<file path="src/rtl/alarm_ctrl_fsm.sv">
`default_nettype none
// +--------------------------------------------------------------------------------------+
// | alarm_ctrl_fsm: mode/alarm sequencer for the mm:ss BCD counter (TIMER_EXPIRY_EN adds |
// | countdown-expiry ringing).                                              Rev 1.0      |
// +--------------------------------------------------------------------------------------+
module alarm_ctrl_fsm #(
  parameter int unsigned RING_TIMEOUT = 60
) (
  input  logic        clk_used,
  input  logic        rst,
  input  logic        tick_1hz,
  input  logic        tick_2hz,
  input  logic        pause_pulse,
  input  logic        dir_pulse,
  input  logic        aset_pulse,
  input  logic        clr_pulse,
  input  logic        adj_sw,
  input  logic        sel_sw,
  input  logic [15:0] cnt_digits,
  output logic        cnt_rst,
  output logic        is_running,
  output logic        is_fwd_or_bkwd,
  output logic        adj,
  output logic        sel,
  output logic [15:0] alarm_digits,
  output logic        alarm_armed,
  output logic        alarm_active,
  output logic        blink
);

  localparam logic [2:0] c_PAUSED = 3'd0;
  localparam logic [2:0] c_RUN    = 3'd1;
  localparam logic [2:0] c_ADJUST = 3'd2;
  localparam logic [2:0] c_ASET   = 3'd3;
  localparam logic [2:0] c_RING   = 3'd4;
  localparam logic [7:0] c_RING_LAST = 8'(RING_TIMEOUT - 1);

  logic [2:0]  state_q, state_d;
  logic        run_flag_q, run_flag_d;
  logic        step_chk_q, step_chk_d;
  logic [7:0]  ring_cnt_q, ring_cnt_d;
  logic        cnt_rst_q, cnt_rst_d;
  logic        is_running_q, is_running_d;
  logic        fwd_q, fwd_d;
  logic        adj_q, adj_d;
  logic        sel_q, sel_d;
  logic [15:0] alarm_digits_q, alarm_digits_d;
  logic        armed_q, armed_d;
  logic        active_q, active_d;
  logic        blink_q, blink_d;

  logic        w_step, w_clr, w_dir_tgl, w_sp_tick, w_blink_tgl;
  logic        w_bcd_ok, w_match, w_expire;
  logic [2:0]  w_ret;
  logic [7:0]  w_field, w_field_inc;
  logic [3:0]  w_top_max;
  logic [15:0] w_sp_next;

  assign w_ret = run_flag_q ? c_RUN : c_PAUSED;

  // Match is evaluated once the counter has absorbed the previous step
  assign w_bcd_ok = (cnt_digits[15:12] <= 4'd9) && (cnt_digits[11:8] <= 4'd9) &&
                    (cnt_digits[7:4]   <= 4'd9) && (cnt_digits[3:0]  <= 4'd9);
  assign w_match  = step_chk_q && armed_q && w_bcd_ok && (cnt_digits == alarm_digits_q);
`ifdef TIMER_EXPIRY_EN
  assign w_expire = step_chk_q && !fwd_q && (cnt_digits == 16'h0000);
`else
  assign w_expire = 1'b0;
`endif

  // Setpoint field increment: seconds wrap 59->00, minutes 99->00, no carry
  assign w_field   = sel_sw ? alarm_digits_q[7:0] : alarm_digits_q[15:8];
  assign w_top_max = sel_sw ? 4'd5 : 4'd9;
  always_comb begin
    if (w_field[3:0] != 4'd9)
      w_field_inc = {w_field[7:4], w_field[3:0] + 4'd1};
    else if (w_field[7:4] == w_top_max)
      w_field_inc = 8'h00;
    else
      w_field_inc = {w_field[7:4] + 4'd1, 4'h0};
  end
  assign w_sp_next = sel_sw ? {alarm_digits_q[15:8], w_field_inc}
                            : {w_field_inc, alarm_digits_q[7:0]};

  always_ff @(posedge clk_used) begin
    if (rst) begin
      state_q        <= c_PAUSED;
      run_flag_q     <= 1'b0;
      step_chk_q     <= 1'b0;
      ring_cnt_q     <= 8'd0;
      cnt_rst_q      <= 1'b1;
      is_running_q   <= 1'b0;
      fwd_q          <= 1'b1;
      adj_q          <= 1'b0;
      sel_q          <= 1'b0;
      alarm_digits_q <= 16'h0000;
      armed_q        <= 1'b0;
      active_q       <= 1'b0;
      blink_q        <= 1'b0;
    end else begin
      state_q        <= state_d;
      run_flag_q     <= run_flag_d;
      step_chk_q     <= step_chk_d;
      ring_cnt_q     <= ring_cnt_d;
      cnt_rst_q      <= cnt_rst_d;
      is_running_q   <= is_running_d;
      fwd_q          <= fwd_d;
      adj_q          <= adj_d;
      sel_q          <= sel_d;
      alarm_digits_q <= alarm_digits_d;
      armed_q        <= armed_d;
      active_q       <= active_d;
      blink_q        <= blink_d;
    end
  end

  // Any state change in a cycle swallows that cycle's tick
  always_comb begin
    state_d     = state_q;
    run_flag_d  = run_flag_q;
    w_step      = 1'b0;
    w_clr       = 1'b0;
    w_dir_tgl   = 1'b0;
    w_sp_tick   = 1'b0;
    w_blink_tgl = 1'b0;
    case (state_q)
      c_PAUSED: begin
        if (adj_sw) begin
          state_d    = c_ADJUST;
          run_flag_d = 1'b0;
        end else if (pause_pulse) begin
          state_d = c_RUN;
        end else if (aset_pulse) begin
          state_d    = c_ASET;
          run_flag_d = 1'b0;
        end else if (clr_pulse) begin
          w_clr = 1'b1;
        end else if (dir_pulse) begin
          w_dir_tgl = 1'b1;
        end
      end
      c_RUN: begin
        if (w_match || w_expire) begin
          state_d    = c_RING;
          run_flag_d = !w_expire;
        end else if (adj_sw) begin
          state_d    = c_ADJUST;
          run_flag_d = 1'b1;
        end else if (pause_pulse) begin
          state_d = c_PAUSED;
        end else if (aset_pulse) begin
          state_d    = c_ASET;
          run_flag_d = 1'b1;
        end else begin
          w_step = tick_1hz;
        end
      end
      c_ADJUST: begin
        if (!adj_sw) state_d = w_ret;
        else         w_step  = tick_2hz;
      end
      c_ASET: begin
        if (aset_pulse) begin
          state_d = w_ret;
        end else begin
          w_sp_tick   = tick_2hz;
          w_blink_tgl = tick_2hz;
        end
      end
      c_RING: begin
        if ((tick_1hz && (ring_cnt_q == c_RING_LAST)) || pause_pulse || aset_pulse) begin
          state_d = w_ret;
        end else begin
          w_step      = tick_1hz && run_flag_q;
          w_blink_tgl = tick_2hz;
        end
      end
      default: state_d = c_PAUSED;
    endcase
  end

  always_comb begin
    is_running_d   = w_step;
    cnt_rst_d      = w_clr;
    fwd_d          = fwd_q ^ w_dir_tgl;
    adj_d          = adj_q;
    sel_d          = sel_q;
    alarm_digits_d = w_sp_tick ? w_sp_next : alarm_digits_q;
    armed_d        = armed_q;
    active_d       = active_q;
    blink_d        = blink_q ^ w_blink_tgl;
    step_chk_d     = is_running_q && (state_q == c_RUN);
    ring_cnt_d     = (state_q == c_RING) ? ring_cnt_q + {7'd0, tick_1hz} : 8'd0;
    if (w_step) begin
      adj_d = (state_q == c_ADJUST);
      if (state_q == c_ADJUST) sel_d = sel_sw;
    end
    if ((state_q == c_ASET) && (state_d != c_ASET)) begin
      armed_d = 1'b1;
      blink_d = 1'b0;
    end
    if ((state_q == c_RING) && (state_d != c_RING)) begin
      armed_d  = 1'b0;
      active_d = 1'b0;
      blink_d  = 1'b0;
    end
    if ((state_q != c_RING) && (state_d == c_RING)) active_d = 1'b1;
  end

  assign cnt_rst        = cnt_rst_q;
  assign is_running     = is_running_q;
  assign is_fwd_or_bkwd = fwd_q;
  assign adj            = adj_q;
  assign sel            = sel_q;
  assign alarm_digits   = alarm_digits_q;
  assign alarm_armed    = armed_q;
  assign alarm_active   = active_q;
  assign blink          = blink_q;

endmodule
`default_nettype wire

</file>
<file path="config.mk">
export PLATFORM = sky130hd
export DESIGN_NAME = alarm_ctrl_fsm
export DESIGN_NICKNAME = d
export VERILOG_FILES = /design/src/rtl/alarm_ctrl_fsm.sv
export SDC_FILE = /design/constraint.sdc
export NUM_CORES = 1
export LEC_CHECK = 0
export ABC_AREA = 1
export BUFFER_PORTS_ARGS = -buffer_cell sky130_fd_sc_hd__buf_4
export CORE_UTILIZATION = 59
export DETAILED_ROUTE_END_ITERATION = 10
export PLACE_DENSITY = 0.9
export REMOVE_ABC_BUFFERS = 1
export SLEW_MARGIN = 20
export SYNTH_ARGS = -nofsm -noshare
export SYNTH_HDL_FRONTEND = slang
export SYNTH_SLANG_ARGS = --single-unit
</file>
<file path="constraint.sdc">
create_clock -name clk_used -period 3.4 [get_ports clk_used]
set_clock_uncertainty 0.2 [all_clocks]
set_input_delay 0.34 -clock clk_used [delete_from_list [all_inputs] [get_ports clk_used]]
set_output_delay 0.34 -clock clk_used [all_outputs]
set_load 0.02 [all_outputs]
</file>
==> flow_summary.yaml <==
run_status:
  status: "complete, no violations"
timing:
  whs_ns: 0.0501
  finalHoldViolations: 0
  setup_tns_ns: 0
  min_period_over_period_pct: 60.0
  relSlewSlack_pct: 69.5
  tightest_slew_ns: 0.454
  slew_viol_final: 0
  rsz0062_at_grt: "false"
  fin_crit_ns: 2.04
  fmax_mhz: 490
  setup_viol: 0
worst_setup_path:
  cp-end-kind: "register"
  worst_ep_arrival_time_ns: 2.02
  required_ns: 3.38
  path_max_fanout: 4
  critPathKind: "register to register"
  worst_setup_path_start_kind: "register"
finish:
  postLayoutCoreUtil_pct: 75.7
  layout-drive-gt1-share_pct: 18.0
  multi_input_area_um2: 1220
  fill_cells: 331
  layout.cells.non_filler: 471
  layout_common_cells: "85 x nand2_1, 78 x inv_1, 49 x buf_4"
  area_growth_pct: 21.5
  final_nets: 452
  diodes: 0
  layout_commonest_cell: "nand2_1"
  ff_latch_area_um2: 741
place:
  place_inst: 463
  hpwlAfterDp_mm: 4.16
  gp_congestion: 0.932
  port_buffers: 49
detailed_routing:
  viasPerCell: 5.07
  drt_wl_total_mm: 5.46
  drc: 0
  wl_per_cell_um: 11.6
  ant_nets: 0
  drtIter0Drc: 199
  vias: 2389
  firstDrtPassIters: 4
cts:
  cts_tree: "done"
  cts_setup_buffers: 0
  htreeDepth: 2
  clkSlewWorstSetupHoldPaths_ns: 0.08
  ctsHoldBuffers: 0
  cts-root-buf: "clkbuf_8"
  cts_resized: 0
  numCtsBuffers: 5
  clock-sinks: 37
  clk_latency_ns: 0.28
  clock_path_buffers: 2
global_routing:
  grt_start_max_net_pins: 18
  grt_first_pass_wirelength_mm: 9.14
  grt_pass1_vias: 2172
  grt_usage_pct: 28.1
  grt-ovfl-total: 0
  antenna_found_initial: 0
yosys:
  synth-seq-cells: 37
  synth-main-ff-cell: "dfxtp_1"
  synth-edff-count: 0
  synth-warning-count: 0
  avgSynthCellArea_um2: 6.22
  yosysSeqAreaShare_pct: 32.0
  postSynthCellCount: 372
  synthArstFlopShare_pct: 0
  yosysUniqueCellTypes: 34
  syn_area_um2: 2310
power_and_ir_drop:
  cellPowerDensity_nw_per_um2: 354
  p_leak_uw: 0.00140
  vdd_drop_max_v: 0.000244
  total_power_uw: 994
floorplan:
  die_w_um: 64.6
  io_pins: 50
  core_area_um2: 3720
  start_util_pct: 62.3
  rows: 22
  die_area_um2: 4180
  die_height_um: 64.6
hold_path:
  hp-class: "primary input to register"
flow_run:
  maxCapViolCount: 0
[per-layer routing]
layer  up-vias  track usage (%)  part of all wire, %
met3        10             4.93                  5.4
met1      1050             34.3                   43
met2        71             49.3                   50
li1       1258                -                    -
met4         0             10.0                  1.4
met5         -                0                    0
[sequential cells by signal, indices dropped and copies added (netlist names)]
signal and count:
adj 1, alarm_active 1, alarm_armed 1, alarm_digits 16, blink 1, cnt_rst 1, is_fwd_or_bkwd 1, is_running 1
ring_cnt_q 8, run_flag_q 1, sel 1, state_q 3, step_chk_q 1
[worst max-delay path, cell delays in order (launching register included)]
cell	delay, ns
dfxtp_1	0.41
inv_1	0.09
nand2_1	0.06
nand2_1	0.05
nor2_1	0.08
nand2_1	0.05
nor2_1	0.10
nand3_1	0.14
a21oi_1	0.16
nor2_1	0.08
ha_1	0.30
o21ai_0	0.15
a21oi_1	0.05
[kinds of logic after synthesis]
kind of cell | synth area share (%)
simple gates | 30.6
flops | 32.0
xor+xnor | 2.22
fa+ha+maj | 2.16
buf+inv | 15.3
compound gates | 17.7
[cells in the mapped netlist (all sizes together), types with 3 or more instances]
master  instances  area [um2]
a21oi          34         170
buf             4        37.5
dfxtp          37         741
ha              4        50.1
inv            82         308
nand2          88         338
nand3          11        60.1
nor2           45         189
nor3            9        50.1
o211ai          3        22.5
o21ai          37         193
xnor2           4        42.6
[cell type report]
cell class | count | area share [%]
flip-flops and latches | 37 | 26.3
well taps | 48 | 2.14
repair buffers | 49 | 13.1
clock inverters | 3 | 1.65
multi-input cells | 247 | 43.4
inverters | 82 | 10.9
clock buffers | 5 | 2.45
[path summary, 6_finish.rpt]
kind	from	end	slack [ns]	depth (start not counted)
setup / recovery	alarm_digits[6]	alarm_active	1.36	12
hold / removal	clr_pulse	cnt_rst	0.05	3
setup reg to reg	alarm_digits[6]	alarm_active	1.36	12
hold reg to reg	alarm_active	alarm_active	0.27	2
[through the flow]
stage	instance area, um2	worst slack (ns)
after CTS	2810	1.34
after global routing	2810	1.12
final	2810	1.36
after global placement	2700	1.37
after detailed placement	2700	1.27
after floorplan	2270	1.44
[power breakdown]
group	total (uW)	switching, uW	internal (uW)
combinational	157	94.8	62.7
clock	383	163	219
sequential	454	9.91	444
total	994	268	726
Note: power is estimated with default switching activity, not from simulation.
